**config.mk**
```make
export PLATFORM = sky130hd
export DESIGN_NAME = note_dds_poly_flat
export DESIGN_NICKNAME = d
export VERILOG_FILES = /design/src/rtl/note_dds_poly_pkg.sv /design/src/rtl/note_dds_poly_if.sv /design/src/rtl/note_dds_poly_div12.sv /design/src/rtl/note_dds_poly.sv /design/src/flat_wrapper.sv
export SDC_FILE = /design/constraint.sdc
export NUM_CORES = 1
export LEC_CHECK = 0
export ABC_AREA = 1
export BUFFER_PORTS_ARGS = -buffer_cell sky130_fd_sc_hd__buf_2
export CAP_MARGIN = 15
export CORE_UTILIZATION = 31
export DETAILED_ROUTE_END_ITERATION = 8
export GPL_ROUTABILITY_DRIVEN = 0
export PLACE_DENSITY_LB_ADDON = 0.2
export SLEW_MARGIN = 20
export SYNTH_ARGS = -nofsm -noshare
export SYNTH_HDL_FRONTEND = slang
export SYNTH_SLANG_ARGS = --single-unit
```
**constraint.sdc**
```tcl
create_clock -name i_clk -period 7.15 [get_ports i_clk]
set_clock_uncertainty 0.15 [all_clocks]
set_input_delay 1.43 -clock i_clk [delete_from_list [all_inputs] [get_ports i_clk]]
set_output_delay 1.43 -clock i_clk [all_outputs]
set_load 0.01 [all_outputs]
```
**src/rtl/note_dds_poly_pkg.sv**
```systemverilog
// Shared constants and types for the polyphonic note-to-DDS block.
package note_dds_pkg;

    localparam int NOTE_W  = 7;
    localparam int OCT_TOP = 10;
    localparam int OCT_W   = 4;
    localparam int REM_W   = 4;

    // Top-octave (notes 120..131) increments for a 32-bit accumulator at 50 MHz:
    // round(f * 2^32 / 5e7), entry 9 is A at 14080 Hz.
    localparam logic [31:0] BASE_INC [0:11] = '{
        32'd719151,  32'd761914,  32'd807220,  32'd855219,
        32'd906073,  32'd959951,  32'd1017033, 32'd1077509,
        32'd1141581, 32'd1209463, 32'd1281381, 32'd1357576
    };

    typedef enum logic [1:0] {
        S_IDLE,
        S_DIV,
        S_LOOKUP,
        S_ALLOC
    } state_t;

    // Command latched at the handshake.
    typedef struct packed {
        logic [NOTE_W-1:0] note;
        logic              on;
    } note_cmd_t;

endpackage

```
**src/rtl/note_dds_poly_if.sv**
```systemverilog
// Note command channel: valid/ready handshake carrying a MIDI note and on/off flag.
interface note_dds_poly_if;
    import note_dds_pkg::*;

    logic              valid;
    logic              ready;
    logic [NOTE_W-1:0] note;
    logic              note_on;

    modport master (output valid, output note, output note_on, input ready);
    modport slave  (input valid, input note, input note_on, output ready);

endinterface

```
**src/rtl/note_dds_poly_div12.sv**
```systemverilog
// Sequential divide-by-12: one subtraction per cycle, splitting a MIDI note
// into octave and semitone. Done is asserted as soon as the remainder is < 12.
module note_div12
    import note_dds_pkg::*;
(
    input  logic              i_clk,
    input  logic              i_reset,
    input  logic              i_start,
    input  logic [NOTE_W-1:0] i_note,
    output logic              o_done,
    output logic [OCT_W-1:0]  o_oct,
    output logic [REM_W-1:0]  o_rem
);

    logic [NOTE_W-1:0] r_rem;
    logic [OCT_W-1:0]  r_oct;
    logic              w_ge12;

    assign w_ge12 = (r_rem >= NOTE_W'(12));

    // Load on start, then peel off one octave per cycle until the remainder fits.
    always_ff @(posedge i_clk) begin
        if (i_reset) begin
            r_rem <= '0;
            r_oct <= '0;
        end else if (i_start) begin
            r_rem <= i_note;
            r_oct <= '0;
        end else if (w_ge12) begin
            r_rem <= r_rem - NOTE_W'(12);
            r_oct <= r_oct + 1'b1;
        end
    end

    assign o_done = !w_ge12;
    assign o_oct  = r_oct;
    assign o_rem  = r_rem[REM_W-1:0];

endmodule

```
**src/rtl/note_dds_poly.sv**
```systemverilog
// Polyphonic note -> phase-increment DDS. Note commands are divided into
// octave/semitone, looked up, and allocated to one of VOICES accumulators.
// All busy voices accumulate every cycle; a registered sum of their phase MSBs
// forms a sawtooth mix.
module note_dds_poly
    import note_dds_pkg::*;
#(
    parameter  int VOICES = 4,
    parameter  int ACC_W  = 32,
    parameter  int OUT_W  = 16,
    localparam int MIX_W  = OUT_W + $clog2(VOICES)
) (
    input  logic                     i_clk,
    input  logic                     i_reset,
    note_dds_poly_if.slave           cmd,
    output logic [VOICES-1:0]        o_voice_busy,
    output logic [VOICES*ACC_W-1:0]  o_phase,
    output logic [MIX_W-1:0]         o_mix
);

    localparam int VW = (VOICES > 1) ? $clog2(VOICES) : 1;

    state_t                          r_state, w_next;
    logic                            r_ready;
    note_cmd_t                       r_cmd;
    logic                            w_xfer;

    logic                            w_div_done;
    logic [OCT_W-1:0]                w_oct;
    logic [REM_W-1:0]                w_rem;
    logic [OCT_W-1:0]                w_shift;
    logic [ACC_W-1:0]                w_base_scaled;
    logic [ACC_W-1:0]                r_inc_new;

    logic [VOICES-1:0]               w_busy;
    logic [VOICES-1:0][ACC_W-1:0]    w_phase;
    logic [VOICES-1:0][NOTE_W-1:0]   w_vnote;

    logic                            w_hit, w_any_free;
    logic [VW-1:0]                   w_hit_idx, w_free_idx, w_tgt_idx;
    logic [VW-1:0]                   r_steal;
    logic                            w_alloc, w_tgt_vld, w_steal;

    logic [MIX_W-1:0]                w_mix_sum, r_mix;

    assign w_xfer    = cmd.valid && r_ready;
    assign cmd.ready = r_ready;

    note_div12 u_div (
        .i_clk   (i_clk),
        .i_reset (i_reset),
        .i_start (w_xfer),
        .i_note  (cmd.note),
        .o_done  (w_div_done),
        .o_oct   (w_oct),
        .o_rem   (w_rem)
    );

    // Next-state: divide runs until the remainder is below 12, then one cycle
    // each for table lookup and voice allocation.
    always_comb begin
        w_next = r_state;
        case (r_state)
            S_IDLE:   if (w_xfer) w_next = S_DIV;
            S_DIV:    if (w_div_done) w_next = S_LOOKUP;
            S_LOOKUP: w_next = S_ALLOC;
            S_ALLOC:  w_next = S_IDLE;
            default:  w_next = S_IDLE;
        endcase
    end

    // State register; ready is registered so it stays low throughout reset.
    always_ff @(posedge i_clk) begin
        if (i_reset) begin
            r_state <= S_IDLE;
            r_ready <= 1'b0;
            r_cmd   <= '0;
        end else begin
            r_state <= w_next;
            r_ready <= (w_next == S_IDLE);
            if (w_xfer) r_cmd <= '{note: cmd.note, on: cmd.note_on};
        end
    end

    // Rescale the 32-bit table entry to the accumulator width.
    if (ACC_W >= 32) begin : g_scale_up
        assign w_base_scaled = ACC_W'(BASE_INC[w_rem]) << (ACC_W - 32);
    end else begin : g_scale_dn
        assign w_base_scaled = ACC_W'(BASE_INC[w_rem] >> (32 - ACC_W));
    end

    // Each octave below the top halves the increment (truncating).
    assign w_shift = OCT_W'(OCT_TOP) - w_oct;

    // Latch the increment for the pending command during LOOKUP.
    always_ff @(posedge i_clk) begin
        if (i_reset)                   r_inc_new <= '0;
        else if (r_state == S_LOOKUP)  r_inc_new <= w_base_scaled >> w_shift;
    end

    // Lowest-index voice already playing this note, and lowest-index free voice.
    always_comb begin
        w_hit      = 1'b0;
        w_hit_idx  = '0;
        w_any_free = 1'b0;
        w_free_idx = '0;
        for (int v = VOICES - 1; v >= 0; v--) begin
            if (w_busy[v] && (w_vnote[v] == r_cmd.note)) begin
                w_hit     = 1'b1;
                w_hit_idx = VW'(v);
            end
            if (!w_busy[v]) begin
                w_any_free = 1'b1;
                w_free_idx = VW'(v);
            end
        end
    end

    // Note-off only touches a matching voice; note-on always lands somewhere.
    assign w_alloc   = (r_state == S_ALLOC);
    assign w_steal   = w_alloc && r_cmd.on && !w_hit && !w_any_free;
    assign w_tgt_vld = w_alloc && (r_cmd.on || w_hit);
    assign w_tgt_idx = w_hit ? w_hit_idx : (w_any_free ? w_free_idx : r_steal);

    // Round-robin steal pointer, advanced only when a voice is actually stolen.
    always_ff @(posedge i_clk) begin
        if (i_reset)      r_steal <= '0;
        else if (w_steal) r_steal <= (r_steal == VW'(VOICES - 1)) ? '0 : r_steal + 1'b1;
    end

    for (genvar v = 0; v < VOICES; v++) begin : g_voice
        logic              w_sel;
        logic              r_b;
        logic [ACC_W-1:0]  r_ph;
        logic [ACC_W-1:0]  r_in;
        logic [NOTE_W-1:0] r_nt;

        assign w_sel = w_tgt_vld && (w_tgt_idx == VW'(v));

        // Voice state: allocation overrides accumulation; a retrigger of the
        // same note keeps running phase and only swaps the increment.
        always_ff @(posedge i_clk) begin
            if (i_reset) begin
                r_b  <= 1'b0;
                r_ph <= '0;
                r_in <= '0;
                r_nt <= '0;
            end else if (w_sel && r_cmd.on) begin
                r_b  <= 1'b1;
                r_in <= r_inc_new;
                r_nt <= r_cmd.note;
                r_ph <= w_hit ? r_ph + r_in : '0;
            end else if (w_sel) begin
                r_b  <= 1'b0;
                r_in <= '0;
                r_ph <= '0;
            end else if (r_b) begin
                r_ph <= r_ph + r_in;
            end
        end

        assign w_busy[v]                   = r_b;
        assign w_phase[v]                  = r_ph;
        assign w_vnote[v]                  = r_nt;
        assign o_phase[v*ACC_W +: ACC_W]   = r_ph;
    end

    // Sum of busy voices' phase MSBs; width has room for every voice at full scale.
    always_comb begin
        w_mix_sum = '0;
        for (int v = 0; v < VOICES; v++) begin
            if (w_busy[v]) w_mix_sum = w_mix_sum + MIX_W'(w_phase[v][ACC_W-1 -: OUT_W]);
        end
    end

    // Mix register (one cycle behind the phases it sums).
    always_ff @(posedge i_clk) begin
        if (i_reset) r_mix <= '0;
        else         r_mix <= w_mix_sum;
    end

    assign o_voice_busy = w_busy;
    assign o_mix        = r_mix;

endmodule

```
**src/flat_wrapper.sv**
```systemverilog
// flat-port wrapper written by rule: the top's interface ports become plain ports
module note_dds_poly_flat import note_dds_pkg::*;
#(
    parameter  int VOICES = 4,
    parameter  int ACC_W  = 32,
    parameter  int OUT_W  = 16,
    localparam int MIX_W  = OUT_W + $clog2(VOICES)
)
  (i_clk, i_reset, o_voice_busy, o_phase, o_mix, cmd_valid, cmd_note, cmd_note_on, cmd_ready);
  note_dds_poly_if cmd_i ();
  input  logic i_clk;
  input  logic i_reset;
  output logic [VOICES-1:0] o_voice_busy;
  output logic [VOICES*ACC_W-1:0] o_phase;
  output logic [MIX_W-1:0] o_mix;
  input wire logic [$bits(cmd_i.valid)-1:0] cmd_valid;
  input wire logic [$bits(cmd_i.note)-1:0] cmd_note;
  input wire logic [$bits(cmd_i.note_on)-1:0] cmd_note_on;
  output wire logic [$bits(cmd_i.ready)-1:0] cmd_ready;
  assign cmd_i.valid = cmd_valid;
  assign cmd_i.note = cmd_note;
  assign cmd_i.note_on = cmd_note_on;
  assign cmd_ready = cmd_i.ready;
  note_dds_poly #(.VOICES(VOICES), .ACC_W(ACC_W), .OUT_W(OUT_W)) u_core (.i_clk(i_clk), .i_reset(i_reset), .cmd(cmd_i), .o_voice_busy(o_voice_busy), .o_phase(o_phase), .o_mix(o_mix));
endmodule
```
==> metrics.log <==
INFO  metric regToRegSetupSlack = between 1.5 and 2 ns
INFO  metric tightestPinTransition = 1.06 ns
INFO  metric tritoncts_num_sinks = 307
INFO  metric post_layout_nonfiller_instances = 4449
INFO  metric switching_share = 0.307
INFO  metric stdcell_area = 24600 sq um
INFO  metric synthesis.nets = 3547
INFO  metric max_slew_margin = 0.292
INFO  metric arrival = 5.80 ns
INFO  metric synth-seq-area-share = 0.284
INFO  metric tritoncts = built
INFO  metric detail_route.vias_per_cell = 4.94
INFO  metric final-seq-area = 6150 sq um
INFO  metric cell_internal_pwr = 0.00333 W
INFO  metric cts_resized = 0
INFO  metric maxSlewViolCount = 0
INFO  metric post_synth_main_area_contributors = sky130_fd_sc_hd__dfxtp_1 28%, sky130_fd_sc_hd__nand2_1 18%, sky130_fd_sc_hd__a21oi_1 9.2%
INFO  metric worst-endpoint-required = ~7.5 ns
INFO  metric portBuffers = 161
INFO  metric final_layout_setup_total_negative_slack = 0 ns
INFO  metric dieHeight = between 200 and 300 um
INFO  metric area.growth.synth_to_final = 13.7%
INFO  metric netlist_area = 21700 sq um
INFO  metric floorplan.io_pins = 162
INFO  metric final_antenna_net_count = 0
INFO  metric cts-htree-levels = 2
INFO  metric clock_power_share = 0.462
INFO  metric yosys.cell_types.count = 51
INFO  metric drive_above_1_share = 0.0881
INFO  metric firstDrtPassIters = 5
INFO  metric initial_utilization = 0.315
INFO  metric rows = 96
INFO  metric grt_use_total = 0.207
INFO  metric place_area = 23100 sq um
INFO  metric grt_first_pass_wirelength = between 100000 and 150000 um
INFO  metric worstSetupEndpointType = register
INFO  metric cts-hold-fix-buffers = 0
INFO  metric netlist_instances = roughly 3400
INFO  metric synth_async_sr_flop_share = 0
INFO  metric initial_antenna_violation_count = 3
INFO  metric worstSetupPathType = register to register
INFO  metric route.detailed.wl_per_inst = 16.9 um
INFO  metric postSynthAreaPerCell = roughly 6.4 sq um
INFO  metric grt_max_degree = 81
INFO  metric postRouteWirelength = 75100 um
INFO  metric yosys.area.top_type = sky130_fd_sc_hd__dfxtp_1
INFO  metric irDropWorstVdd = 0.163 mV
INFO  metric path_clk_slew = ~0.06 ns
INFO  metric fillCellCount = 7568
INFO  metric fin_util = 0.358
INFO  metric switching_power = 0.00147 W
INFO  metric commonest_non_fill_non_tap_cells_in_the_layout = 1034 x sky130_fd_sc_hd__nand2_1, 397 x sky130_fd_sc_hd__a21oi_1, 331 x sky130_fd_sc_hd__inv_1
INFO  metric die-width = 266 um
INFO  metric drcViolationCount = 0
INFO  metric final.period_utilization = 0.766
INFO  metric numCtsBuffers = 42
INFO  metric rsz0062_at_grt = false
INFO  metric worstPathMaxFanout = 23
INFO  metric synth-warning-count = 0
INFO  metric post-synth-top-area-fraction = 0.284
INFO  metric post-dp-hpwl = 57100 um
INFO  metric cp_dominant_cell_by_count = sky130_fd_sc_hd__nand2_1
INFO  metric timing.critical_path.slowest_cell_delay = 0.86 ns
INFO  metric power.density_cell_area = 195 nW/um^2
INFO  metric timing_hold_violations_final = 0
INFO  metric ys_ff_latch = 307
INFO  metric timing.final.crit_period = 5.48 ns
INFO  metric place.detailed.instances = roughly 4400
INFO  metric cp_slowest_cell = sky130_fd_sc_hd__dfxtp_1
INFO  metric power_leakage = 11.6 nW
INFO  metric first_drt_iteration_drcs = 1631
INFO  metric hold_class = register to register
INFO  metric multi_input_area = 13600 sq um
INFO  metric fp.dieArea = about 71000 sq um
INFO  metric globalRouteOverflowTotal = 0
INFO  metric synth_ff_type = sky130_fd_sc_hd__dfxtp_1
INFO  metric final_nets = 3644
INFO  metric synth_edf_count = 0
INFO  metric sequentialPowerShare = 0.388
INFO  metric via_count = 22000
INFO  metric maxCapViolCount = 0
INFO  metric status = completed
INFO  metric highest_clock_frequency_the_design_can_meet = 182 MHz
INFO  metric core_area = 68800 sq um
INFO  metric ctsRootBufferMaster = sky130_fd_sc_hd__clkbuf_16
INFO  metric setup-violations-final = 0
INFO  metric clock_path_buffers = 3
INFO  metric combPwrFrac = 0.150
INFO  metric first_global_vias = approximately 20000
INFO  metric crit_path_start_kind = register
INFO  metric cts_setup_buffers = 0
INFO  metric worst_skew_pair.late_latency = 0.58 ns
INFO  metric mostFrequentLayoutCell = sky130_fd_sc_hd__nand2_1
## stage by stage
| stage | hold slack (ns) | setup WS [ns] | total power, W |
|---|---|---|---|
| finish | 0.318 | 1.67 | 0.00481 |
| global route | 0.329 | 1.01 | 0.00503 |
| global placement | 0.306 | 1.86 | 0.00261 |
| CTS | 0.319 | 1.68 | 0.00485 |
| detailed placement | 0.310 | 1.70 | 0.00261 |
| floorplan | 0.294 | 2.62 | 0.00238 |
## Yosys cell counts (8+ instances only)
cell	number
sky130_fd_sc_hd__o22ai_1	9
sky130_fd_sc_hd__nor4_1	9
sky130_fd_sc_hd__ha_1	140
sky130_fd_sc_hd__dfxtp_1	307
sky130_fd_sc_hd__nand4_1	36
sky130_fd_sc_hd__or2_2	9
sky130_fd_sc_hd__a21oi_2	8
sky130_fd_sc_hd__o211ai_1	13
sky130_fd_sc_hd__inv_2	14
sky130_fd_sc_hd__inv_1	331
sky130_fd_sc_hd__xnor2_1	51
sky130_fd_sc_hd__and2_1	8
sky130_fd_sc_hd__a21oi_1	397
sky130_fd_sc_hd__nand3_2	12
sky130_fd_sc_hd__nand2_1	1034
sky130_fd_sc_hd__nand3_1	254
sky130_fd_sc_hd__xor2_1	43
sky130_fd_sc_hd__nor2_1	242
sky130_fd_sc_hd__clkbuf_1	62
sky130_fd_sc_hd__nor3_1	27
sky130_fd_sc_hd__buf_2	35
sky130_fd_sc_hd__buf_4	12
sky130_fd_sc_hd__a21o_1	11
sky130_fd_sc_hd__nand3b_1	47
sky130_fd_sc_hd__a31oi_1	12
sky130_fd_sc_hd__o21bai_1	20
sky130_fd_sc_hd__o21ai_0	168
## power groups by stage
| stage | combinational, W | sequential [W] | clock (W) |
|---|---|---|---|
| after detailed placement | 0.000709 | 0.00190 | 0 |
| after global placement | 0.000714 | 0.00190 | 0 |
| final | 0.000721 | 0.00186 | 0.00222 |
| after global routing | 0.000818 | 0.00187 | 0.00235 |
| after floorplan | 0.000560 | 0.00182 | 0 |
| after CTS | 0.000712 | 0.00186 | 0.00228 |
## sequential cells by signal, indices dropped and copies added (netlist names)
register,cells
u_core.cmd.ready,1
u_core.r_steal,2
u_core.o_mix,18
u_core.g_voice.r_ph,128
u_core.u_div.r_rem,7
u_core.r_inc_new,21
u_core.g_voice.r_nt,28
u_core.u_div.o_oct,4
u_core.r_cmd,8
u_core.g_voice.r_b,4
u_core.r_state,2
u_core.g_voice.r_in,84
## cell families (layout without fill, tap and decap cells)
group	after synthesis	in the layout	share of synthesized area
simple gates	1702	1702	0.337
compound gates	670	670	0.166
buf+inv	467	595	0.0866
flops	307	307	0.284
fa+ha+maj	147	147	0.0874
xor+xnor	94	94	0.0380
mux	2	2	0.000925
other cells	0	1	0
## worst max-delay path, delay by kind of cell (launching register included)
| kind | cells | cell delay (ns) |
|---|---|---|
| simple gates | 19 | 1.90 |
| fa+ha+maj | 4 | 1.12 |
| buf+inv | 4 | 0.23 |
| compound gates | 5 | 1.12 |
| flops | 1 | 0.86 |
## final timing paths
kind	to	from	cells after the start
setup / recovery	u_core.o_mix[14]	u_core.g_voice[0].r_b	32
hold / removal	u_core.g_voice[0].r_nt[5]	u_core.g_voice[0].r_nt[5]	2
setup reg to reg	u_core.o_mix[14]	u_core.g_voice[0].r_b	32
hold reg to reg	u_core.g_voice[0].r_nt[5]	u_core.g_voice[0].r_nt[5]	2
## cell type report
type	instances	area share
flip-flops and latches	307	0.250
clock buffers	57	0.0508
inverters	348	0.0532
well taps	931	0.0473
multi-input cells	2615	0.554
repair buffers	172	0.0363
clock inverters	18	0.00874
diodes	1	0.000102
## metal layers
metal / GRT usage / wire length [um] / vias up
met5: 0 / 0 / -
met4: 0.0806 / 2640 / 0
met3: 0.0396 / 4950 / 120
met2: 0.318 / 32300 / 547
met1: 0.284 / 35200 / 9962
li1: - / - / 11400
Note: power is estimated with default switching activity, not from simulation.
